File: src/rtl/crossbar_arbiter_if.sv
// Control/status bundle between the crossbar arbiter (master) and the FIFO/mux/output-RAM datapath (slave).
interface crossbar_arbiter_if #(
    parameter int DATA_W = 32
);
    logic [2:0]        fifo_empty;
    logic [DATA_W-1:0] fifo_q1;
    logic [DATA_W-1:0] fifo_q2;
    logic [DATA_W-1:0] fifo_q3;
    logic [2:0]        out_full;
    logic [2:0]        fifo_rd;
    logic [2:0]        out_wr;
    logic [1:0]        mux_sel1;
    logic [1:0]        mux_sel2;
    logic [1:0]        mux_sel3;
    logic [2:0]        pkt_done;
    logic [7:0]        drop_cnt;

    modport master (
        input  fifo_empty, fifo_q1, fifo_q2, fifo_q3, out_full,
        output fifo_rd, out_wr, mux_sel1, mux_sel2, mux_sel3, pkt_done, drop_cnt
    );

    modport slave (
        output fifo_empty, fifo_q1, fifo_q2, fifo_q3, out_full,
        input  fifo_rd, out_wr, mux_sel1, mux_sel2, mux_sel3, pkt_done, drop_cnt
    );
endinterface

File: src/rtl/crossbar_arbiter.sv
// 3x3 packet crossbar sequencer: round-robin grant per output, grant held for a whole packet, dest-0 packets dropped.
// Grant registers one cycle after the header appears; strobes are combinational from state and stall on empty/full.
module crossbar_arbiter #(
    parameter int DATA_W  = 32,
    parameter int LEN_LSB = 2,
    parameter int LEN_W   = 4
) (
    input  logic               clk,
    input  logic               reset,
    crossbar_arbiter_if.master bus
);
    typedef enum logic [1:0] {IN_IDLE, IN_FWD, IN_DROP} in_st_e;
    typedef enum logic       {OUT_IDLE, OUT_BUSY}        out_st_e;

    if (LEN_LSB + LEN_W > DATA_W) begin : g_len_field_check
        $error("header length field does not fit in DATA_W");
    end

    in_st_e           in_st_q   [3];
    in_st_e           in_st_d   [3];
    logic [LEN_W-1:0] in_rem_q  [3];
    logic [LEN_W-1:0] in_rem_d  [3];
    out_st_e          out_st_q  [3];
    out_st_e          out_st_d  [3];
    logic [1:0]       out_src_q [3];
    logic [1:0]       out_src_d [3];
    logic [LEN_W-1:0] out_rem_q [3];
    logic [LEN_W-1:0] out_rem_d [3];
    logic [1:0]       ptr_q     [3];
    logic [1:0]       ptr_d     [3];
    logic [2:0]       pkt_done_q, pkt_done_d;
    logic [7:0]       drop_cnt_q, drop_cnt_d;

    logic [1:0]       hd_dest [3];
    logic [LEN_W-1:0] hd_len  [3];
    logic [2:0]       req     [3];
    logic [2:0]       fifo_rd;
    logic [2:0]       out_wr;
    logic [1:0]       mux_sel [3];

    // Header fields at each FIFO head; only meaningful while the input is IDLE.
    always_comb begin
        hd_dest[0] = bus.fifo_q1[1:0];
        hd_dest[1] = bus.fifo_q2[1:0];
        hd_dest[2] = bus.fifo_q3[1:0];
        hd_len[0]  = bus.fifo_q1[LEN_LSB +: LEN_W];
        hd_len[1]  = bus.fifo_q2[LEN_LSB +: LEN_W];
        hd_len[2]  = bus.fifo_q3[LEN_LSB +: LEN_W];
        for (int o = 0; o < 3; o++) begin
            for (int i = 0; i < 3; i++) begin
                req[o][i] = (in_st_q[i] == IN_IDLE) && !bus.fifo_empty[i] &&
                            (hd_dest[i] == 2'(o + 1));
            end
        end
    end

    always_comb begin : p_next
        logic [1:0] src_idx;
        logic [1:0] cand;
        logic       granted;

        in_st_d    = in_st_q;
        in_rem_d   = in_rem_q;
        out_st_d   = out_st_q;
        out_src_d  = out_src_q;
        out_rem_d  = out_rem_q;
        ptr_d      = ptr_q;
        pkt_done_d = '0;
        drop_cnt_d = drop_cnt_q;
        fifo_rd    = '0;
        out_wr     = '0;
        src_idx    = '0;
        cand       = '0;
        granted    = 1'b0;
        for (int o = 0; o < 3; o++) begin
            mux_sel[o] = '0;
        end

        for (int o = 0; o < 3; o++) begin
            if (out_st_q[o] == OUT_BUSY) begin
                src_idx    = out_src_q[o] - 2'd1;
                mux_sel[o] = out_src_q[o];
                if (!bus.fifo_empty[src_idx] && !bus.out_full[o]) begin
                    fifo_rd[src_idx] = 1'b1;
                    out_wr[o]        = 1'b1;
                    if (out_rem_q[o] == '0) begin
                        out_st_d[o]      = OUT_IDLE;
                        in_st_d[src_idx] = IN_IDLE;
                        pkt_done_d[o]    = 1'b1;
                    end else begin
                        out_rem_d[o] = out_rem_q[o] - 1'b1;
                    end
                end
            end else begin
                // Scan starts just after the last winner, wrapping 3 -> 1.
                granted = 1'b0;
                cand    = (ptr_q[o] == 2'd3) ? 2'd0 : ptr_q[o];
                for (int k = 0; k < 3; k++) begin
                    if (!granted && req[o][cand]) begin
                        granted       = 1'b1;
                        out_st_d[o]   = OUT_BUSY;
                        out_src_d[o]  = cand + 2'd1;
                        out_rem_d[o]  = hd_len[cand];
                        in_st_d[cand] = IN_FWD;
                        ptr_d[o]      = cand + 2'd1;
                    end
                    cand = (cand == 2'd2) ? 2'd0 : cand + 2'd1;
                end
            end
        end

        // Dropped packets are popped word by word with no output involvement.
        for (int i = 0; i < 3; i++) begin
            if (in_st_q[i] == IN_IDLE && !bus.fifo_empty[i] && hd_dest[i] == 2'd0) begin
                in_st_d[i]  = IN_DROP;
                in_rem_d[i] = hd_len[i];
            end else if (in_st_q[i] == IN_DROP && !bus.fifo_empty[i]) begin
                fifo_rd[i] = 1'b1;
                if (in_rem_q[i] == '0) begin
                    in_st_d[i] = IN_IDLE;
                    if (drop_cnt_d != 8'hFF) begin
                        drop_cnt_d = drop_cnt_d + 8'd1;
                    end
                end else begin
                    in_rem_d[i] = in_rem_q[i] - 1'b1;
                end
            end
        end
    end

    always_ff @(posedge clk or posedge reset) begin
        if (reset) begin
            for (int i = 0; i < 3; i++) begin
                in_st_q[i]   <= IN_IDLE;
                in_rem_q[i]  <= '0;
                out_st_q[i]  <= OUT_IDLE;
                out_src_q[i] <= '0;
                out_rem_q[i] <= '0;
                ptr_q[i]     <= 2'd3;
            end
            pkt_done_q <= '0;
            drop_cnt_q <= '0;
        end else begin
            in_st_q    <= in_st_d;
            in_rem_q   <= in_rem_d;
            out_st_q   <= out_st_d;
            out_src_q  <= out_src_d;
            out_rem_q  <= out_rem_d;
            ptr_q      <= ptr_d;
            pkt_done_q <= pkt_done_d;
            drop_cnt_q <= drop_cnt_d;
        end
    end

    assign bus.fifo_rd  = fifo_rd;
    assign bus.out_wr   = out_wr;
    assign bus.mux_sel1 = mux_sel[0];
    assign bus.mux_sel2 = mux_sel[1];
    assign bus.mux_sel3 = mux_sel[2];
    assign bus.pkt_done = pkt_done_q;
    assign bus.drop_cnt = drop_cnt_q;
endmodule

File: src/flat_wrapper.sv
// flat-port wrapper written by rule: the top's interface ports become plain ports
module crossbar_arbiter_flat 
#(
    parameter int DATA_W  = 32,
    parameter int LEN_LSB = 2,
    parameter int LEN_W   = 4
)
  (clk, reset, bus_fifo_empty, bus_fifo_q1, bus_fifo_q2, bus_fifo_q3, bus_out_full, bus_fifo_rd, bus_out_wr, bus_mux_sel1, bus_mux_sel2, bus_mux_sel3, bus_pkt_done, bus_drop_cnt);
  crossbar_arbiter_if #(.DATA_W(DATA_W)) bus_i ();
  input  logic clk;
  input  logic reset;
  input wire logic [$bits(bus_i.fifo_empty)-1:0] bus_fifo_empty;
  input wire logic [$bits(bus_i.fifo_q1)-1:0] bus_fifo_q1;
  input wire logic [$bits(bus_i.fifo_q2)-1:0] bus_fifo_q2;
  input wire logic [$bits(bus_i.fifo_q3)-1:0] bus_fifo_q3;
  input wire logic [$bits(bus_i.out_full)-1:0] bus_out_full;
  output wire logic [$bits(bus_i.fifo_rd)-1:0] bus_fifo_rd;
  output wire logic [$bits(bus_i.out_wr)-1:0] bus_out_wr;
  output wire logic [$bits(bus_i.mux_sel1)-1:0] bus_mux_sel1;
  output wire logic [$bits(bus_i.mux_sel2)-1:0] bus_mux_sel2;
  output wire logic [$bits(bus_i.mux_sel3)-1:0] bus_mux_sel3;
  output wire logic [$bits(bus_i.pkt_done)-1:0] bus_pkt_done;
  output wire logic [$bits(bus_i.drop_cnt)-1:0] bus_drop_cnt;
  assign bus_i.fifo_empty = bus_fifo_empty;
  assign bus_i.fifo_q1 = bus_fifo_q1;
  assign bus_i.fifo_q2 = bus_fifo_q2;
  assign bus_i.fifo_q3 = bus_fifo_q3;
  assign bus_i.out_full = bus_out_full;
  assign bus_fifo_rd = bus_i.fifo_rd;
  assign bus_out_wr = bus_i.out_wr;
  assign bus_mux_sel1 = bus_i.mux_sel1;
  assign bus_mux_sel2 = bus_i.mux_sel2;
  assign bus_mux_sel3 = bus_i.mux_sel3;
  assign bus_pkt_done = bus_i.pkt_done;
  assign bus_drop_cnt = bus_i.drop_cnt;
  crossbar_arbiter #(.DATA_W(DATA_W), .LEN_LSB(LEN_LSB), .LEN_W(LEN_W)) u_core (.clk(clk), .reset(reset), .bus(bus_i));
endmodule
File: config.mk
export PLATFORM = sky130hd
export DESIGN_NAME = crossbar_arbiter_flat
export DESIGN_NICKNAME = d
export VERILOG_FILES = /design/src/rtl/crossbar_arbiter_if.sv /design/src/rtl/crossbar_arbiter.sv /design/src/flat_wrapper.sv
export SDC_FILE = /design/constraint.sdc
export NUM_CORES = 1
export LEC_CHECK = 0
export ABC_AREA = 1
export BUFFER_PORTS_ARGS = -buffer_cell sky130_fd_sc_hd__buf_4
export CAP_MARGIN = 5
export CORE_AREA = 4 4 116 107
export CTS_CLUSTER_DIAMETER = 30
export CTS_CLUSTER_SIZE = 40
export DETAILED_ROUTE_END_ITERATION = 8
export DIE_AREA = 0 0 120 111
export PLACE_DENSITY = 0.78
export SETUP_SLACK_MARGIN = 0.3
export SYNTH_ARGS = -nofsm -noshare
export SYNTH_HDL_FRONTEND = slang
export SYNTH_SLANG_ARGS = --single-unit
File: constraint.sdc
create_clock -name clk -period 3.1 [get_ports clk]
set_clock_uncertainty 0.15 [all_clocks]
set_input_delay 0.31 -clock clk [delete_from_list [all_inputs] [get_ports clk]]
set_output_delay 0.31 -clock clk [all_outputs]
set_load 0.03 [all_outputs]
# After elaboration in Yosys (flattened, before gate mapping)
# Index checks and enable logic that the tools add are counted.
# word_totals
regBits,56
wordCells,478
in_bits,104
output_inout_bits,23
# op_classes
n_eq_ne,33
muxes,228
reduce_logical,87
order_cmp,39
n_addsub,21
bitwise,50
# ops
cell,count
$mux W4,45
$mux W6,24
$mux W8,12
$mux W2,42
$bmux W4 S2,9
$mux W1,63
$demux W2 S2,12
$logic_and A1 B1 Y1,42
$eq A2 B2 Y1 const B,18
$ge A3 B3 Y1 const B,12
$lt A2 B3 Y1 const B,12
$lt A3 B1 Y1 const B,12
$not A2 Y3,12
$or A3 B3 Y3,11
$and A3 B3 Y3,9
$not A3 Y3,9
$add A8 B1 Y8 const B,3
$bmux W1 S2,12
$logic_not A4 Y1,6
$ne A8 B8 Y1 const B,3
$sub A4 B1 Y4 const B,6
$add A2 B1 Y2 const B,9
$and A6 B6 Y6,3
$mux W3,6
15 further kinds,66

# Logic depth before layout (Yosys ltp)
# logic_depth
word_depth,38
ltp_mapped,25

# Worst setup path after synthesis
# Ideal clock, no wire load.
# synth_timing
path_kind,reg2reg
start,register u_core.drop_cnt_q[1] (netlist: u_core.bus.drop_cnt[1])
end,register u_core.drop_cnt_q[3] (netlist: u_core.bus.drop_cnt[3])
synth_period_minus_slack_ns,3.415
t_required_ns,2.837
path_stages_with_launch,23
setup_time_ns,0.113
n_path_buf,0
arrival_time_ns,3.152
slack_ns,-0.315
path_cell_list,dfrtp_1 ha_1 nand2_2 nor2_4 nand2_4 nand2_2 xor2_2 ha_1 nand3_2 nor2_4 nand3_4 nand2_2 nand2_2 and2_4 inv_1 ha_1 nand3_1 nor2_2 nand3_2 nand3_1 nand2_1 nand2_1 inv_1
# synth_between
elab_chain_len,15
# synth_rtl
element,line,source
from (decl),crossbar_arbiter.sv:32,"logic [7:0] drop_cnt_q, drop_cnt_d;"
from (signal assigned),crossbar_arbiter.sv:151,drop_cnt_q <= drop_cnt_d;
$add A8 B1 Y8 / $ne A8 B8 Y1 (equally long branches),"crossbar_arbiter.sv:122, crossbar_arbiter.sv:121",
$mux W8,crossbar_arbiter.sv:121,if (drop_cnt_d != 8'hFF) begin
$mux W8,crossbar_arbiter.sv:119,if (in_rem_q[i] == '0) begin
$mux W8,crossbar_arbiter.sv:117,end else if (in_st_q[i] == IN_DROP && !bus.fifo_empty[i]) begin
$mux W8 (*),crossbar_arbiter.sv:114,if (in_st_q[i] == IN_IDLE && !bus.fifo_empty[i] && hd_dest[i] == 2'd0) begin
$add A8 B1 Y8 / $ne A8 B8 Y1 (equally long branches),"crossbar_arbiter.sv:122, crossbar_arbiter.sv:121",
$mux W8,crossbar_arbiter.sv:121,
$mux W8,crossbar_arbiter.sv:119,
$mux W8,crossbar_arbiter.sv:117,
$mux W8 (*),crossbar_arbiter.sv:114,
$add A8 B1 Y8 / $ne A8 B8 Y1 (equally long branches),"crossbar_arbiter.sv:122, crossbar_arbiter.sv:121",
$mux W8,crossbar_arbiter.sv:121,
$mux W8,crossbar_arbiter.sv:119,
$mux W8,crossbar_arbiter.sv:117,
$mux W8 (*),crossbar_arbiter.sv:114,
net u_core.drop_cnt_d[3],crossbar_arbiter.sv:32,
# Mark *: on every way through the listed nets, which the timed path passes. The rest lies on a longest branch.
# A chain may end at the register's enable or synchronous reset.

# Worst setup path in the final report
# layout_timing
start,register u_core.in_rem_q[8] (netlist name)
end,register u_core.drop_cnt_q[5] (netlist: u_core.bus.drop_cnt[5])
# layout_between
elab_chain_len,14
# layout_rtl
element,line,source
from (decl),crossbar_arbiter.sv:21,logic [LEN_W-1:0] in_rem_q [3];
from (signal assigned),crossbar_arbiter.sv:145,in_rem_q <= in_rem_d;
$logic_not A4 Y1 (*),crossbar_arbiter.sv:119,
$mux W8 (*),crossbar_arbiter.sv:119,
$mux W8 (*),crossbar_arbiter.sv:117,
$mux W8 (*),crossbar_arbiter.sv:114,
$add A8 B1 Y8 / $ne A8 B8 Y1 (equally long branches),"crossbar_arbiter.sv:122, crossbar_arbiter.sv:121",
$mux W8,crossbar_arbiter.sv:121,
$mux W8,crossbar_arbiter.sv:119,
$mux W8,crossbar_arbiter.sv:117,
$mux W8 (*),crossbar_arbiter.sv:114,
$add A8 B1 Y8 / $ne A8 B8 Y1 (equally long branches),"crossbar_arbiter.sv:122, crossbar_arbiter.sv:121",
$mux W8,crossbar_arbiter.sv:121,
$mux W8,crossbar_arbiter.sv:119,
$mux W8,crossbar_arbiter.sv:117,
$mux W8 (*),crossbar_arbiter.sv:114,
net u_core.drop_cnt_d[5],crossbar_arbiter.sv:32,
# Marked as above.

==> impl_metrics.csv <==
group,metric,value,unit
sta,report.final.slew_viol_count,0,
grt,grt_max_degree,35,
synthesis,synth_top_area_share,22.2,%
pwr,power.density,1100,nW/um^2
grt,grtUsageMet2,37.9,%
placed_design,gp_congestion,0.997,
placed_design,dp_cells,1073,
setup_path,required,3.18,ns
sta,rsz0062_at_grt,"true",
clocking,cts_buffers,5,
hold_path,min_from,"bus_fifo_q2[4]",
synthesis,yosysSeqAreaShare,25.0,%
clocking,numClockSinks,56,
sta,final_hold_viol_count,0,
sta,finalSetupTns,0,ns
hold_path,hold_path_depth,3,
setup_path,critical_path_class,"reg2reg",
grt,use_met3,5.05,%
clocking,cts_root_buf,"clkbuf_16",
sta,setup_viol,0,
routing,vias,6236,
sta,fin_crit_sh,93.0,%
routing,dr.pass1.iters,5,
final_layout,fin_nets,1081,
routing,drc,0,
final_layout,final_area,6920,um^2
setup_path,cp-start-kind,"register",
clocking,clk-insertion-delay-late,0.30,ns
setup_path,reg2reg_to,"u_core.bus.drop_cnt[5]$_DFF_PP0_",
clocking,cts_buffer_depth,2,
floorplanning,fp-row-count,37,
placed_design,place_area,6470,um^2
grt,grt_usage,24.9,%
sta,slew_headroom,51.7,%
routing,routed_wirelength,17300,um
synthesis,netlist.top_cell.by_area,"dfrtp_1",
sta,period_needed,2.88,ns
final_layout,drive_gt1_share,22.0,%
floorplanning,io_pins,127,
final_layout,syn2layout_area_growth,22.9,%
pwr,p_total,0.00763,W
floorplanning,die_x,120,um
synthesis,synthTopCellsByArea,"dfrtp_1, nand2_1, inv_1",
sta,clock.fmax,0.347,GHz
grt,top_usage_layer,"met2",
status,status,"finished, final reports clean",
synthesis,synth-seq-cells,56,
clocking,cts.clk_slew.worst_paths,0.08,ns
routing,ant_nets,0,
hold_path,worstHoldPathType,"in2reg",
routing,via_per_inst,5.68,
grt,antenna_found_initial,0,
setup_path,cp.arrival,2.97,ns
setup_path,r2r_cells,21,
synthesis,synth_area,5630,um^2
job,max_cap_viol_count,0,
sta,worst_slew_pin_slew,0.718,ns
synthesis,yosysWarningCount,0,
floorplanning,fp.coreArea,11200,um^2
clocking,cts_tree,"done",
synthesis,netlist_instances,847,
placed_design,hpwl,13100,um
grt,grt_pass1_vias,5598,
grt,met1_usage,36.1,%
floorplanning,die_area,13300,um^2
floorplanning,start_util,50.0,%
setup_path,cp_max_fo,6,
setup_path,end_kind,"register",
routing,drtIter0Drc,859,
grt,grt_pass1_wl,27300,um
final_layout,n_antenna_cell,0,
hold_path,holdPathEnd,"u_core.in_rem_q[6]$_DFFE_PP0P_",
synthesis,syn_avg_cell_area,6.64,um^2
clocking,h-tree-depth,2,
final_layout,fin_cells,1098,
synthesis,syn_nets,987,
floorplanning,die_y,111,um
grt,overflow,0,
placed_design,io_buffers,48,
setup_path,r2r-start,"u_core.in_rem_q[8]$_DFFE_PP0P_",
synthesis,ys_types,44,
pwr,irDropWorstVdd,0.645,mV
routing,wl_per_cell,15.7,um
setup_path,rrSetupSlack,0.22,ns
pwr,p_leak,3.38,nW
-- registers in the layout (all words and copies together), names as in the netlist --
| signal | flops |
|---|---|
| u_core.in_rem_q | 12 |
| u_core.out_rem_q | 12 |
| u_core.bus.drop_cnt | 8 |
| u_core.in_st_q | 6 |
| u_core.out_src_q | 6 |
| u_core.ptr_q | 6 |
| u_core.bus.pkt_done | 3 |
| u_core.out_st_q | 3 |
-- cell families (layout without fill, tap and decap cells) --
group / Yosys count / in the layout / synth area share [%]
compound gates: 233 / 233 / 24.4
fa+ha+maj: 36 / 36 / 8.01
simple gates: 354 / 354 / 30.0
xor+xnor: 11 / 11 / 1.85
flops: 56 / 56 / 25.0
buf+inv: 157 / 252 / 10.8
-- routing by layer --
layer	wire length, um	up-vias
li1	-	3059
met1	7730	2857
met2	7660	279
met3	1520	41
met4	391	0
met5	0	-
-- cell usage after synthesis (all sizes together) --
cell type and count:
nand2 179, inv 137, o21ai 100, nor2 77, a21oi 60, nand3 60
dfrtp 50, ha 36, nand4 20, a22oi 17, o221ai 15, clkbuf 14
nor3 13, o22ai 12, o211ai 11, xor2 8, dfstp 6, o21bai 6
a31oi 4, a32o 4, buf 3, clkinv 3, nand3b 3, xnor2 3
a221oi 1, and2 1, nor3b 1, o21a 1, o31ai 1, o41ai 1
-- cell type report --
| type | instances | area (um^2) |
|---|---|---|
| Inverter | 140 | 527 |
| Clock inverter | 2 | 15.0 |
| Fill cell | 1036 | 4330 |
| Timing Repair Buffer | 104 | 791 |
| Clock buffer | 6 | 139 |
| Sequential cell | 56 | 1410 |
| Multi-Input combinational cell | 634 | 3840 |
| Tap cell | 156 | 195 |
-- worst max path at each step --
stage / start / to / slack [ns] / depth (start not counted)
final: u_core.in_rem_q[8]$_DFFE_PP0P_ / u_core.bus.drop_cnt[5]$_DFF_PP0_ / 0.22 / 21
after global routing: u_core.bus.drop_cnt[1]$_DFF_PP0_ / u_core.bus.drop_cnt[5]$_DFF_PP0_ / 0.03 / 21
after CTS: u_core.in_rem_q[8]$_DFFE_PP0P_ / u_core.bus.drop_cnt[5]$_DFF_PP0_ / 0.20 / 21
after detailed placement: u_core.in_rem_q[8]$_DFFE_PP0P_ / u_core.bus.drop_cnt[3]$_DFF_PP0_ / 0.02 / 22
after global placement: u_core.in_rem_q[8]$_DFFE_PP0P_ / u_core.bus.drop_cnt[3]$_DFF_PP0_ / 0.07 / 22
after floorplan: u_core.bus.drop_cnt[1]$_DFF_PP0_ / u_core.bus.drop_cnt[3]$_DFF_PP0_ / 0.06 / 22
-- repair_timing --
action                                 4_1_cts  5_1_grt
pin swaps                                   14        5
setup buffers                               12        4
cloned                                       0        0
resized for setup                            9       37
hold buffers                                 1        0
setup endpoints to repair                   15       36
endpoints found under the hold margin       20        0
-- power by group --
group | leakage, nW | internal, W | switching, W | total, W
Sequential | 0.652 | 0.00109 | 0.000275 | 0.00137
Clock | 0.0691 | 0.000323 | 0.000281 | 0.000604
Combinational | 2.66 | 0.00216 | 0.00351 | 0.00566
-- worst max-delay path, stage by stage (launching register included) --
cell and delay (ns):
dfrtp_1 0.39, inv_2 0.08, ha_4 0.14, nand3_4 0.11
nor2_8 0.16, nand2_4 0.09, xor2_4 0.17, ha_4 0.17
nand3_4 0.06, nor2_4 0.12, nand3_4 0.09, nand2_4 0.08
nand2_2 0.04, and2_4 0.14, inv_2 0.06, ha_4 0.13
nand3_2 0.08, nor2_4 0.11, nand3_4 0.11, nor2_2 0.12
nand2_1 0.09, nand3_1 0.12
-- through the flow --
stage	setup slack [ns]	utilization [%]	hold WS, ns
after floorplan	0.0639	-	0.287
after global placement	0.0696	57.5	0.218
after detailed placement	0.0213	57.5	0.219
after CTS	0.202	60.0	0.104
after global routing	0.0292	61.5	0.128
final	0.216	61.5	0.106
-- cell usage in the layout, fill, tap and decap left out, types with 15 or more instances in the layout --
| cell type | count |
|---|---|
| o21ai_0 | 88 |
| a21oi_1 | 56 |
| ha_1 | 28 |
| nand3_1 | 51 |
| nand4_1 | 19 |
| o221ai_1 | 15 |
| buf_4 | 102 |
| nor2_1 | 55 |
| dfrtp_1 | 48 |
| nand2_1 | 154 |
| a22oi_1 | 16 |
| inv_1 | 124 |
| nand2_2 | 19 |
No activity file was read; power rests on OpenSTA's default activity.
